==> config.mk <==
export PLATFORM = sky130hd
export DESIGN_NAME = core_sum_xfifo
export DESIGN_NICKNAME = d
export VERILOG_FILES = /design/src/rtl/core_pkg.sv /design/src/rtl/xfifo_ptr.sv /design/src/rtl/core_sum_xfifo.sv
export SDC_FILE = /design/constraint.sdc
export NUM_CORES = 1
export LEC_CHECK = 0
export ABC_AREA = 0
export CORE_AREA = 2 2 108 79
export DETAILED_ROUTE_END_ITERATION = 12
export DIE_AREA = 0 0 110 81
export PLACE_DENSITY = 0.78
export SLEW_MARGIN = 40
export SYNTH_ARGS = -nofsm -noshare
export SYNTH_HDL_FRONTEND = slang
export SYNTH_HIERARCHICAL = 1
export SYNTH_SLANG_ARGS = --single-unit
export TNS_END_PERCENT = 1
==> constraint.sdc <==
create_clock -name clk -period 8.3 [get_ports clk]
set_clock_uncertainty 0.05 [all_clocks]
set_input_delay 2.49 -clock clk [delete_from_list [all_inputs] [get_ports clk]]
set_output_delay 2.49 -clock clk [all_outputs]
set_load 0.01 [all_outputs]
==> src/rtl/core_pkg.sv <==
// Shared constants for the inter-core partial-sum exchange FIFO.
package core_pkg;

  localparam int unsigned BW_PSUM_DEF   = 20;
  // Stored word carries four guard bits above the raw psum.
  localparam int unsigned SUM_W         = BW_PSUM_DEF + 4;
  localparam int unsigned DEPTH_LOG_DEF = 2;
  // Extra MSB on each pointer distinguishes full from empty.
  localparam int unsigned PTR_W         = DEPTH_LOG_DEF + 1;

  typedef logic [SUM_W-1:0] sum_t;

endpackage

==> src/rtl/xfifo_ptr.sv <==
// Wrapping FIFO pointer: synchronous clear, increment enable, async active-high reset.
module xfifo_ptr
  import core_pkg::*;
#(
  parameter int unsigned W = PTR_W
) (
  input  logic         clk,
  input  logic         reset,
  input  logic         clr,
  input  logic         inc,
  output logic [W-1:0] ptr
);

  localparam logic [W-1:0] PtrOne = W'(1);

  logic [W-1:0] r_ptr;

  // Pointer register; wraps naturally modulo 2**W.
  always_ff @(posedge clk or posedge reset) begin
    if (reset) begin
      r_ptr <= '0;
    end else if (clr) begin
      r_ptr <= '0;
    end else if (inc) begin
      r_ptr <= r_ptr + PtrOne;
    end
  end

  assign ptr = r_ptr;

endmodule

==> src/rtl/core_sum_xfifo.sv <==
// Inter-core partial-sum exchange buffer: first-word-fall-through FIFO with
// occupancy count, full flag and sticky overflow/underflow flags.
// Optional high-water-mark output enabled by defining CORE_SUM_XFIFO_HWM_EN.
module core_sum_xfifo
  import core_pkg::*;
#(
  parameter int unsigned bw_psum   = BW_PSUM_DEF,
  parameter int unsigned depth_log = DEPTH_LOG_DEF
) (
  input  logic                   clk,
  input  logic                   reset,
  input  logic                   clr,
  input  logic                   wr,
  input  logic [bw_psum+3:0]     sum_in,
  output logic                   full,
  input  logic                   rd,
  output logic [bw_psum+3:0]     sum_out,
  output logic                   sum_out_vld,
  output logic [depth_log:0]     count,
`ifdef CORE_SUM_XFIFO_HWM_EN
  output logic [depth_log:0]     hwm,
`endif
  output logic                   ovf_err,
  output logic                   udf_err
);

  localparam int unsigned WordW = bw_psum + 4;
  localparam int unsigned Depth = 2 ** depth_log;
  localparam int unsigned PtrW  = depth_log + 1;
  localparam logic [PtrW-1:0] CntOne = PtrW'(1);

  logic [WordW-1:0] r_mem [Depth];
  logic [PtrW-1:0]  w_wr_ptr;
  logic [PtrW-1:0]  w_rd_ptr;
  logic [PtrW-1:0]  r_count;
  logic [PtrW-1:0]  w_count_nxt;
  logic             r_ovf;
  logic             r_udf;
  logic             w_empty;
  logic             w_full;
  logic             w_push;
  logic             w_pop;

  assign w_empty = (w_wr_ptr == w_rd_ptr);
  assign w_full  = (w_wr_ptr[depth_log-1:0] == w_rd_ptr[depth_log-1:0]) &&
                   (w_wr_ptr[depth_log] != w_rd_ptr[depth_log]);

  // A pop while full frees the slot the push needs; a pop while empty never proceeds.
  assign w_push = wr && (!w_full || rd) && !clr;
  assign w_pop  = rd && !w_empty && !clr;

  xfifo_ptr #(
    .W (PtrW)
  ) u_wr_ptr (
    .clk   (clk),
    .reset (reset),
    .clr   (clr),
    .inc   (w_push),
    .ptr   (w_wr_ptr)
  );

  xfifo_ptr #(
    .W (PtrW)
  ) u_rd_ptr (
    .clk   (clk),
    .reset (reset),
    .clr   (clr),
    .inc   (w_pop),
    .ptr   (w_rd_ptr)
  );

  // Storage write; data is deliberately not reset.
  always_ff @(posedge clk) begin
    if (w_push) begin
      r_mem[w_wr_ptr[depth_log-1:0]] <= sum_in;
    end
  end

  // Next occupancy: up on push-only, down on pop-only, cleared by clr.
  always_comb begin
    w_count_nxt = r_count;
    if (clr) begin
      w_count_nxt = '0;
    end else if (w_push && !w_pop) begin
      w_count_nxt = r_count + CntOne;
    end else if (w_pop && !w_push) begin
      w_count_nxt = r_count - CntOne;
    end
  end

  // Count and sticky error flags.
  always_ff @(posedge clk or posedge reset) begin
    if (reset) begin
      r_count <= '0;
      r_ovf   <= 1'b0;
      r_udf   <= 1'b0;
    end else begin
      r_count <= w_count_nxt;
      if (clr) begin
        r_ovf <= 1'b0;
        r_udf <= 1'b0;
      end else begin
        if (wr && w_full && !rd) r_ovf <= 1'b1;
        if (rd && w_empty)       r_udf <= 1'b1;
      end
    end
  end

`ifdef CORE_SUM_XFIFO_HWM_EN
  logic [PtrW-1:0] r_hwm;

  // High-water mark tracks the peak of next-state occupancy.
  always_ff @(posedge clk or posedge reset) begin
    if (reset) begin
      r_hwm <= '0;
    end else if (clr) begin
      r_hwm <= '0;
    end else if (w_count_nxt > r_hwm) begin
      r_hwm <= w_count_nxt;
    end
  end

  assign hwm = r_hwm;
`endif

  assign sum_out     = r_mem[w_rd_ptr[depth_log-1:0]];
  assign sum_out_vld = !w_empty;
  assign full        = w_full;
  assign count       = r_count;
  assign ovf_err     = r_ovf;
  assign udf_err     = r_udf;

endmodule

==> impl_metrics.csv, run 1 <==
group,metric,value,unit
setup_path,worstSetupPathType,"register to output pin",
setup_path,end_kind,"output pin",
cells_and_area,layout_commonest_cell,"edfxtp_1",
setup_path,cp.required,5.76,ns
floorplanning,initial_core_util,52.2,%
pwr,power_density,204,nW/um2
yosys,ys_ff_latch,107,
detailed_routing,drcViolationCount,0,
clock_network,numCtsBuffers,9,
grt,grt_max_degree,28,
setup_path,rrSetupSlack,5.70,ns
timing,max_slew_margin,63.5,%
detailed_routing,routed_wirelength,7.14,mm
timing,timing.fmax,208,MHz
setup_path,setup.worst_path.start,"u_rd_ptr/ptr[0]$_DFFE_PP0P_",
clock_network,path_clk_slew,0.08,ns
detailed_routing,vias,2072,
cells_and_area,antennaDiodeCount,0,
grt,grt.overflow.total,0,
floorplanning,dieArea,8910,um2
outcome,outcome,"complete, no violations",
pwr,ir_worst_vdd,0.127,mV
grt,grt_pass1_wl,11.4,mm
yosys,syn_area_per_cell,20.5,um2
placement,port_buffers,59,
timing,tns,0,ns
placement,place_congestion,0.859,
timing,setup_violations,0,
clock_network,clk_path_buf_depth,2,
yosys,syn_area,4190,um2
pwr,leakagePower,1.69,nW
cells_and_area,layout_common_cells,"96 x edfxtp_1, 59 x clkdlybuf4s50_1, 24 x mux4_2, 12 x nor2_1",
cells_and_area,final_nets,303,
detailed_routing,routedWlPerCell,18.7,um
detailed_routing,firstDrtPassIters,4,
yosys,synth_nets,236,
grt,antenna_found_initial,0,
timing,finalHoldViolCount,0,
detailed_routing,drtIter0Drc,103,
yosys,yosys_warnings,6,
setup_path,cp.arrival,2.27,ns
pwr,power,0.00105,W
yosys,synthCells,204,
floorplanning,dieHeight,81,um
yosys,seq_area_frac_synth,75.4,%
clock_network,post_cts_buffers,0,
setup_path,r2r_end,"count[2]$_DFFE_PP0P_",
clock_network,cts_tree,"done",
cells_and_area,syn2layout_area_growth,22.3,%
timing,worst_pin_slew,0.547,ns
min_path,hold_path.class,"register to register",
timing,rsz0062_at_grt,"false",
setup_path,cp_slowest_cell,"dfrtp_4",
setup_path,max_stage_delay,0.79,ns
setup_path,cp-endpoint,"sum_out[23]",
clock_network,htreeDepth,3,
setup_path,path_cells,"mux4_2 > clkdlybuf4s50_1",
clock_network,cts_root_buffer,"clkbuf_8",
yosys,ys_types,35,
floorplanning,rows,28,
floorplanning,io_pins,60,
clock_network,clock-sinks,107,
grt,grt_use_total,17.6,%
clock_network,cts_resized,0,
setup_path,crit_fanout,27,
grt,first_global_vias,2179,
timing,min_period,4.81,ns
timing,fin_crit_sh,57.9,%
clock_network,hold_buffers,0,
floorplanning,coreArea,8020,um2
setup_path,reg2reg_depth,7,
clock_network,clk_latency,0.36,ns
cells_and_area,drive_gt1_share,21.0,%
timing,finalMaxSlewViolations,0,
setup_path,r2r_start,"u_rd_ptr/ptr[0]$_DFFE_PP0P_",
job,drv_cap,0,
placement,dp_hpwl,4.48,mm
setup_path,crit_path_start_kind,"register",
detailed_routing,vias_per_cell,5.44,
detailed_routing,ant_nets,0,
floorplanning,die_x,110,um
[cells in the mapped netlist, drive strengths merged]
| library cell | count | area [um2] |
|---|---|---|
| nor3b | 1 | 7.51 |
| o32ai | 1 | 16.3 |
| a21oi | 5 | 28.8 |
| nand3 | 3 | 15.0 |
| and3 | 2 | 17.5 |
| fa | 1 | 20.0 |
| mux2 | 2 | 26.3 |
| a21bo | 2 | 20.0 |
| buf | 5 | 36.3 |
| a211oi | 2 | 15.0 |
| dfrtp | 11 | 275 |
| inv | 9 | 33.8 |
| nand2 | 4 | 17.5 |
| mux2i | 2 | 20.0 |
| nor3 | 1 | 5.00 |
| clkbuf | 3 | 11.3 |
| o311a | 1 | 10.0 |
| nor2b | 1 | 6.26 |
| edfxtp | 96 | 2880 |
| o311ai | 1 | 8.76 |
| nand3b | 2 | 15.0 |
| ha | 2 | 25.0 |
| o21ai | 2 | 10.0 |
| xnor2 | 6 | 67.6 |
| nor2 | 14 | 52.6 |
| a31oi | 1 | 6.26 |
| mux4 | 24 | 541 |
[routing by layer]
| metal | part of all wire, % | vias up | wire length [um] | global-route usage (%) |
|---|---|---|---|---|
| met5 | 0 | - | 0 | 0 |
| met4 | 0.69 | 0 | 49 | 3.04 |
| met3 | 5.4 | 6 | 387 | 6.02 |
| met2 | 49 | 54 | 3510 | 28.7 |
| met1 | 45 | 1062 | 3190 | 23.7 |
| li1 | - | 950 | - | - |
[critical path: cells and delay by family, from the launching register on]
family	cells	cell delay [ns]
multiplexers	1	0.61
buffers and inverters	1	0.51
flip-flops	1	0.79
[how the worst min path moves through the flow]
| stage | endpoint | cells past startpoint | start |
|---|---|---|---|
| global placement | udf_err$_DFFE_PP0P_ | 2 | udf_err$_DFFE_PP0P_ |
| floorplan | udf_err$_DFFE_PP0P_ | 2 | udf_err$_DFFE_PP0P_ |
| CTS | ovf_err$_DFFE_PP0P_ | 2 | ovf_err$_DFFE_PP0P_ |
| finish | ovf_err$_DFFE_PP0P_ | 2 | ovf_err$_DFFE_PP0P_ |
| global route | ovf_err$_DFFE_PP0P_ | 2 | ovf_err$_DFFE_PP0P_ |
| detailed placement | udf_err$_DFFE_PP0P_ | 2 | udf_err$_DFFE_PP0P_ |
[metrics by stage]
stage	utilization (%)	setup WS, ns	instance area, um2	cells	hold WS (ns)
5_1_grt	63.9	3.36	5120	381	0.480
2_1_floorplan	-	2.91	4190	204	0.476
4_1_cts	63.9	3.43	5120	381	0.470
3_5_place_dp	61.3	3.57	4920	365	0.450
6_report	63.9	3.49	5120	381	0.466
3_3_place_gp	61.2	3.63	4910	365	0.431
[sequential cells by signal, indices dropped and copies added (netlist names)]
signal        cells
ovf_err           1
u_rd_ptr/ptr      3
u_wr_ptr/ptr      3
r_mem            96
udf_err           1
count             3
[cell families (layout without fill, tap and decap cells)]
logic type | Yosys count | after routing | synth area share, %
flip-flops | 107 | 107 | 75.4
multiplexers | 28 | 28 | 14.0
AND/OR/NAND/NOR | 28 | 28 | 3.25
buffers and inverters | 17 | 89 | 1.94
AO/OA/AOI/OAI | 15 | 15 | 2.75
XOR/XNOR | 6 | 6 | 1.61
adder cells (fa/ha/maj) | 3 | 3 | 1.07
[report_power, final]
part | total (W) | internal, W | switching, W
sequential | 0.000613 | 0.000602 | 0.0000118
combinational | 0.000110 | 0.0000631 | 0.0000472
clock | 0.000324 | 0.000151 | 0.000173
[final cells by class]
type | count | area (um2)
tap | 105 | 131
sequential | 107 | 3160
clock buffer | 10 | 138
multi-input combinational | 80 | 961
timing repair buffer | 64 | 628
inverter | 9 | 33.8
fill | 580 | 2900
clock inverter | 6 | 70.1
(Power assumes the default switching activity.)
==> run 2, diff against run 1 <==
--- a/config.mk
+++ b/config.mk
@@ -6,9 +6,9 @@
 export NUM_CORES = 1
 export LEC_CHECK = 0
 export ABC_AREA = 0
-export CORE_AREA = 2 2 108 79
+export CORE_AREA = 2 2 109 79
 export DETAILED_ROUTE_END_ITERATION = 12
-export DIE_AREA = 0 0 110 81
+export DIE_AREA = 0 0 111 81
 export PLACE_DENSITY = 0.78
 export SLEW_MARGIN = 40
 export SYNTH_ARGS = -nofsm -noshare
==> constraint.sdc (replaced) <==
create_clock -name clk -period 4.5 [get_ports clk]
set_clock_uncertainty 0.05 [all_clocks]
set_input_delay 1.35 -clock clk [delete_from_list [all_inputs] [get_ports clk]]
set_output_delay 1.35 -clock clk [all_outputs]
set_load 0.01 [all_outputs]
==> run 2 against run 1 <==
Effect of this change:
- cell count up 0.52%
- power is 96% higher
- critical path type unchanged
- combinational power rose by 92%
- critical path depth increased by 1
==> impl_metrics.csv, run 2 (same netlist as run 1, synthesis figures left out) <==
group,metric,value,unit
outcome,outcome,"complete, no violations",
pwr,power_density,395,nW/um2
cells_and_area,largest_register_ffs,96,
floorplanning,rows,28,
floorplanning,dieHeight,81,um
clock_network,numCtsBuffers,9,
detailed_routing,vias,2112,
detailed_routing,ant_nets,0,
timing,tns,0,ns
detailed_routing,vias_per_cell,5.51,
clock_network,post_cts_buffers,0,
cells_and_area,drive_gt1_share,21.2,%
grt,grt.overflow.total,0,
timing,fin_crit_sh,84.7,%
floorplanning,die_x,111,um
placement,dp_hpwl,4.71,mm
pwr,ir_worst_vdd,0.232,mV
clock_network,cts_resized,0,
cells_and_area,syn2layout_area_growth,24.2,%
cells_and_area,final_nets,305,
grt,grt_use_total,17.6,%
floorplanning,io_pins,60,
detailed_routing,drcViolationCount,0,
job,drv_cap,0,
placement,place_inst,367,
pwr,leakagePower,1.73,nW
cells_and_area,final_cell_area,5200,um2
clock_network,htreeDepth,3,
setup_path,worstSetupPathType,"register to output pin",
placement,place_area,4930,um2
cells_and_area,layout_commonest_cell,"edfxtp_1",
timing,rsz0062_at_grt,"false",
detailed_routing,drtIter0Drc,131,
clock_network,clk_path_buf_depth,2,
detailed_routing,firstDrtPassIters,4,
clock_network,cts_tree,"done",
cells_and_area,antennaDiodeCount,0,
timing,min_period,3.81,ns
placement,port_buffers,59,
grt,antenna_found_initial,0,
timing,worst_pin_slew,0.545,ns
detailed_routing,routedWlPerCell,19.4,um
floorplanning,initial_core_util,51.8,%
clock_network,clock-sinks,107,
min_path,hold_path.class,"register to register",
clock_network,hold_buffers,0,
setup_path,cp.arrival,2.41,ns
floorplanning,coreArea,8090,um2
setup_path,end_kind,"output pin",
grt,grt_max_degree,25,
setup_path,crit_path_start_kind,"register",
grt,grt_pass1_wl,11.3,mm
clock_network,cts_root_buffer,"clkbuf_16",
timing,setup_violations,0,
grt,first_global_vias,2117,
floorplanning,dieArea,8990,um2
timing,max_slew_margin,63.7,%
placement,place_congestion,0.783,
setup_path,crit_fanout,15,
detailed_routing,routed_wirelength,7.42,mm
setup_path,cp.required,3.10,ns
cells_and_area,stdcell_count,383,
clock_network,clk_latency,0.33,ns
cells_and_area,num-fill-cells,571,
clock_network,path_clk_slew,0.07,ns
timing,finalMaxSlewViolations,0,
timing,finalHoldViolCount,0,
cells_and_area,layout_common_cells,"96 x edfxtp_1, 59 x clkdlybuf4s50_1, 24 x mux4_2, 12 x nor2_1, 10 x dfrtp_1",
timing,timing.fmax,262,MHz
==> run 2: per-layer routing <==
layer	track usage (%)	up-vias	share of wire, %
met5	0	-	0
met4	6.00	0	0.71
met3	6.27	4	5.6
met2	28.3	60	48
met1	22.9	1095	45
li1	-	953	-
==> run 2: final timing paths <==
path | startpoint | endpoint | slack, ns | depth (start not counted)
setup / recovery | u_rd_ptr/ptr[0]$_DFFE_PP0P_ | sum_out[22] | 0.69 | 3
hold / removal | udf_err$_DFFE_PP0P_ | udf_err$_DFFE_PP0P_ | 0.47 | 2
setup reg to reg | u_rd_ptr/ptr[0]$_DFFE_PP0P_ | count[2]$_DFFE_PP0P_ | 1.97 | 7
hold reg to reg | udf_err$_DFFE_PP0P_ | udf_err$_DFFE_PP0P_ | 0.47 | 2
max in group asynchronous | reset | ovf_err$_DFFE_PP0P_ | 2.93 | 2
min in group asynchronous | reset | u_rd_ptr/ptr[1]$_DFFE_PP0P_ | 1.21 | 2
==> run 2: power breakdown <==
part / switching [W] / total, W / internal (W)
logic: 0.0000929 / 0.000211 / 0.000118
registers: 0.0000181 / 0.00113 / 0.00111
clock network: 0.000337 / 0.000717 / 0.000380
==> run 2: layout make-up <==
type | instances | area (um2) | area share [%]
Tap cell | 105 | 131 | 2.52
Timing Repair Buffer | 66 | 643 | 12.4
Clock buffer | 10 | 229 | 4.40
Multi-Input combinational cell | 80 | 961 | 18.5
Clock inverter | 6 | 47.5 | 0.913
Sequential cell | 107 | 3160 | 60.7
Inverter | 9 | 33.8 | 0.649
==> run 2: per-stage QoR <==
stage	hold slack (ns)	setup slack [ns]	util [%]	total power, W
after detailed placement	0.467	0.944	60.9	0.00136
after global placement	0.476	1.04	60.9	0.00136
after floorplan	0.476	0.249	-	0.00125
after global routing	0.531	0.552	64.3	0.00214
final	0.473	0.690	64.3	0.00206
after CTS	0.482	0.633	64.3	0.00208
==> run 2: worst max-delay path, cell delays in order (launching register included) <==
cell             delay (ns)
dfrtp_2                0.72
buf_4                  0.30
mux4_2                 0.55
clkdlybuf4s50_1        0.50
==> run 3, diff against run 2 <==
==> constraint.sdc (replaced) <==
create_clock -name clk -period 3.6 [get_ports clk]
set_clock_uncertainty 0.05 [all_clocks]
set_input_delay 1.08 -clock clk [delete_from_list [all_inputs] [get_ports clk]]
set_output_delay 1.08 -clock clk [all_outputs]
set_load 0.01 [all_outputs]
==> run 3 against run 2 <==
Effect of this change:
- flip-flop and latch count did not move
- non-clock buffer count rose by 1
- die area did not move
- final area rose by 2.5%
- critical endpoint is now sum_out[0]
==> impl_metrics.csv, run 3 (same netlist as run 1, synthesis figures left out) <==
group,metric,value,unit
setup_path,cp.arrival,2.14,ns
clock_network,path_clk_slew,0.07,ns
floorplanning,dieHeight,81,um
cells_and_area,layout_commonest_cell,"edfxtp_1",
pwr,net-switching-power,0.000545,W
clock_network,clock-sinks,107,
timing,timing.fmax,305,MHz
placement,pre_cts_ws,0.370,ns
cells_and_area,final_cell_area,5340,um2
cells_and_area,layout_common_cells,"96 x edfxtp_1, 59 x clkdlybuf4s50_1, 24 x mux4_2, 12 x nor2_1, 10 x dfrtp_1",
timing,worst_pin_slew,0.515,ns
pwr,p_sw_share,19.9,%
placement,port_buffers,59,
floorplanning,initial_core_util,51.8,%
timing,whs,0.476,ns
pwr,power_frac_seq,51.4,%
grt,gr-usage-met3,6.79,%
setup_path,worstSetupPathType,"register to output pin",
setup_path,crit_fanout,10,
placement,place_congestion,0.688,
pwr,power_density,512,nW/um2
placement,place_area,5000,um2
timing,finalMaxSlewViolations,0,
clock_network,cts_root_buffer,"clkbuf_16",
timing,setup_slack,0.326,ns
floorplanning,dieArea,8990,um2
cells_and_area,syn2layout_area_growth,27.3,%
detailed_routing,drtIter0Drc,125,
cells_and_area,largest_register_ffs,96,
cells_and_area,final_nets,306,
detailed_routing,ant_nets,0,
grt,grt_max_degree,28,
floorplanning,coreArea,8090,um2
clock_network,post_cts_buffers,0,
clock_network,clk_path_buf_depth,2,
setup_path,end_kind,"output pin",
setup_path,path_buf_inv,2,
detailed_routing,vias,2094,
clock_network,clk_latency,0.34,ns
floorplanning,io_pins,60,
pwr,p_comb_share,10.2,%
grt,antenna_found_initial,0,
setup_path,cp.required,2.47,ns
pwr,p_int,0.00219,W
clock_network,numCtsBuffers,9,
pwr,leakagePower,1.78,nW
cells_and_area,drive_gt1_share,21.5,%
clock_network,cts_resized,0,
timing,tns,0,ns
grt,grt-busiest-layer,"met2",
detailed_routing,drcViolationCount,0,
outcome,outcome,"complete, no violations",
clock_network,htreeDepth,3,
timing,finalHoldViolCount,0,
floorplanning,die_x,111,um
grt,grt.overflow.total,0,
floorplanning,rows,28,
timing,max_slew_margin,65.7,%
grt,grt_pass1_wl,11.7,mm
grt,met2_usage,29.5,%
pwr,clkPwrFrac,38.5,%
timing,setup_violations,0,
pwr,ir_worst_vdd,0.370,mV
timing,min_period,3.27,ns
cells_and_area,final_core_util,65.9,%
detailed_routing,vias_per_cell,5.45,
detailed_routing,routedWlPerCell,19.6,um
job,drv_cap,0,
min_path,hold_path.class,"register to register",
detailed_routing,routed_wirelength,7.53,mm
setup_path,cp_slowest_cell,"dfrtp_1",
setup_path,path_delay_family,"buffers and inverters",
grt,grt_use_total,18.2,%
grt,use_met1,23.6,%
detailed_routing,firstDrtPassIters,4,
timing,fin_crit_sh,91.0,%
cells_and_area,antennaDiodeCount,0,
timing,rsz0062_at_grt,"false",
setup_path,path_cells,"buf_4 > mux4_2 > clkdlybuf4s50_1",
grt,first_global_vias,2149,
placement,dp_hpwl,4.77,mm
setup_path,crit_path_start_kind,"register",
setup_path,max_stage_delay,0.67,ns
clock_network,cts_tree,"done",
clock_network,hold_buffers,0,
run 3: cell types whose count changed in the layout (fill, tap and decap cells not counted):
cell        delta
inv_6          -2
nor3b_4        +1
clkinvlp_4     -1
clkbuf_8       +2
clkinv_4       -1
buf_4          -4
nor3b_2        -1
bufinv_16      +2
buf_12         +5
run 3: per-layer routing:
metal	wire length [um]	vias to the layer above
li1	-	954
met1	3390	1082
met2	3650	52
met3	408	6
met4	78	0
met5	0	-
run 3: area by class of cell:
cell class / instances / area [um2]
Tap cell: 105 / 131
Clock buffer: 12 / 256
Timing Repair Buffer: 67 / 713
Clock inverter: 4 / 73.8
Fill cell: 540 / 2760
Inverter: 9 / 33.8
Sequential cell: 107 / 3160
Multi-Input combinational cell: 80 / 967
run 3: worst register-to-register path, cell delays in order (launching register included):
cell and delay, ns:
dfrtp_1 0.57, xnor2_2 0.31, nand2_2 0.15, a21oi_2 0.20, nor3_1 0.08, fa_1 0.41, o32ai_2 0.33, mux2_4 0.33
run 3: power by group through the flow:
stage               Clock (W)  Combinational (W)  Sequential (W)
floorplan                   0           0.000136         0.00143
global placement            0           0.000271         0.00143
detailed placement          0           0.000280         0.00143
CTS                   0.00107           0.000281         0.00141
global route          0.00112           0.000299         0.00141
finish                0.00105           0.000278         0.00140
run 3: worst paths after layout:
path                                        startpoint                     endpoint  slack [ns]  depth (start not counted)
min in group asynchronous                        reset  u_rd_ptr/ptr[1]$_DFFE_PP0P_        0.92                          2
setup / recovery           u_rd_ptr/ptr[1]$_DFFE_PP0P_                   sum_out[0]        0.33                          3
max in group asynchronous                        reset          ovf_err$_DFFE_PP0P_        2.34                          2
setup reg to reg           u_rd_ptr/ptr[1]$_DFFE_PP0P_         count[2]$_DFFE_PP0P_        1.05                          7
hold / removal                     ovf_err$_DFFE_PP0P_          ovf_err$_DFFE_PP0P_        0.48                          2
hold reg to reg                    ovf_err$_DFFE_PP0P_          ovf_err$_DFFE_PP0P_        0.48                          2
run 3: stage by stage:
| step | cells | power, W |
|---|---|---|
| after global placement | 368 | 0.00170 |
| after CTS | 384 | 0.00276 |
| after floorplan | 204 | 0.00157 |
| final | 384 | 0.00273 |
| after detailed placement | 368 | 0.00171 |
| after global routing | 384 | 0.00283 |
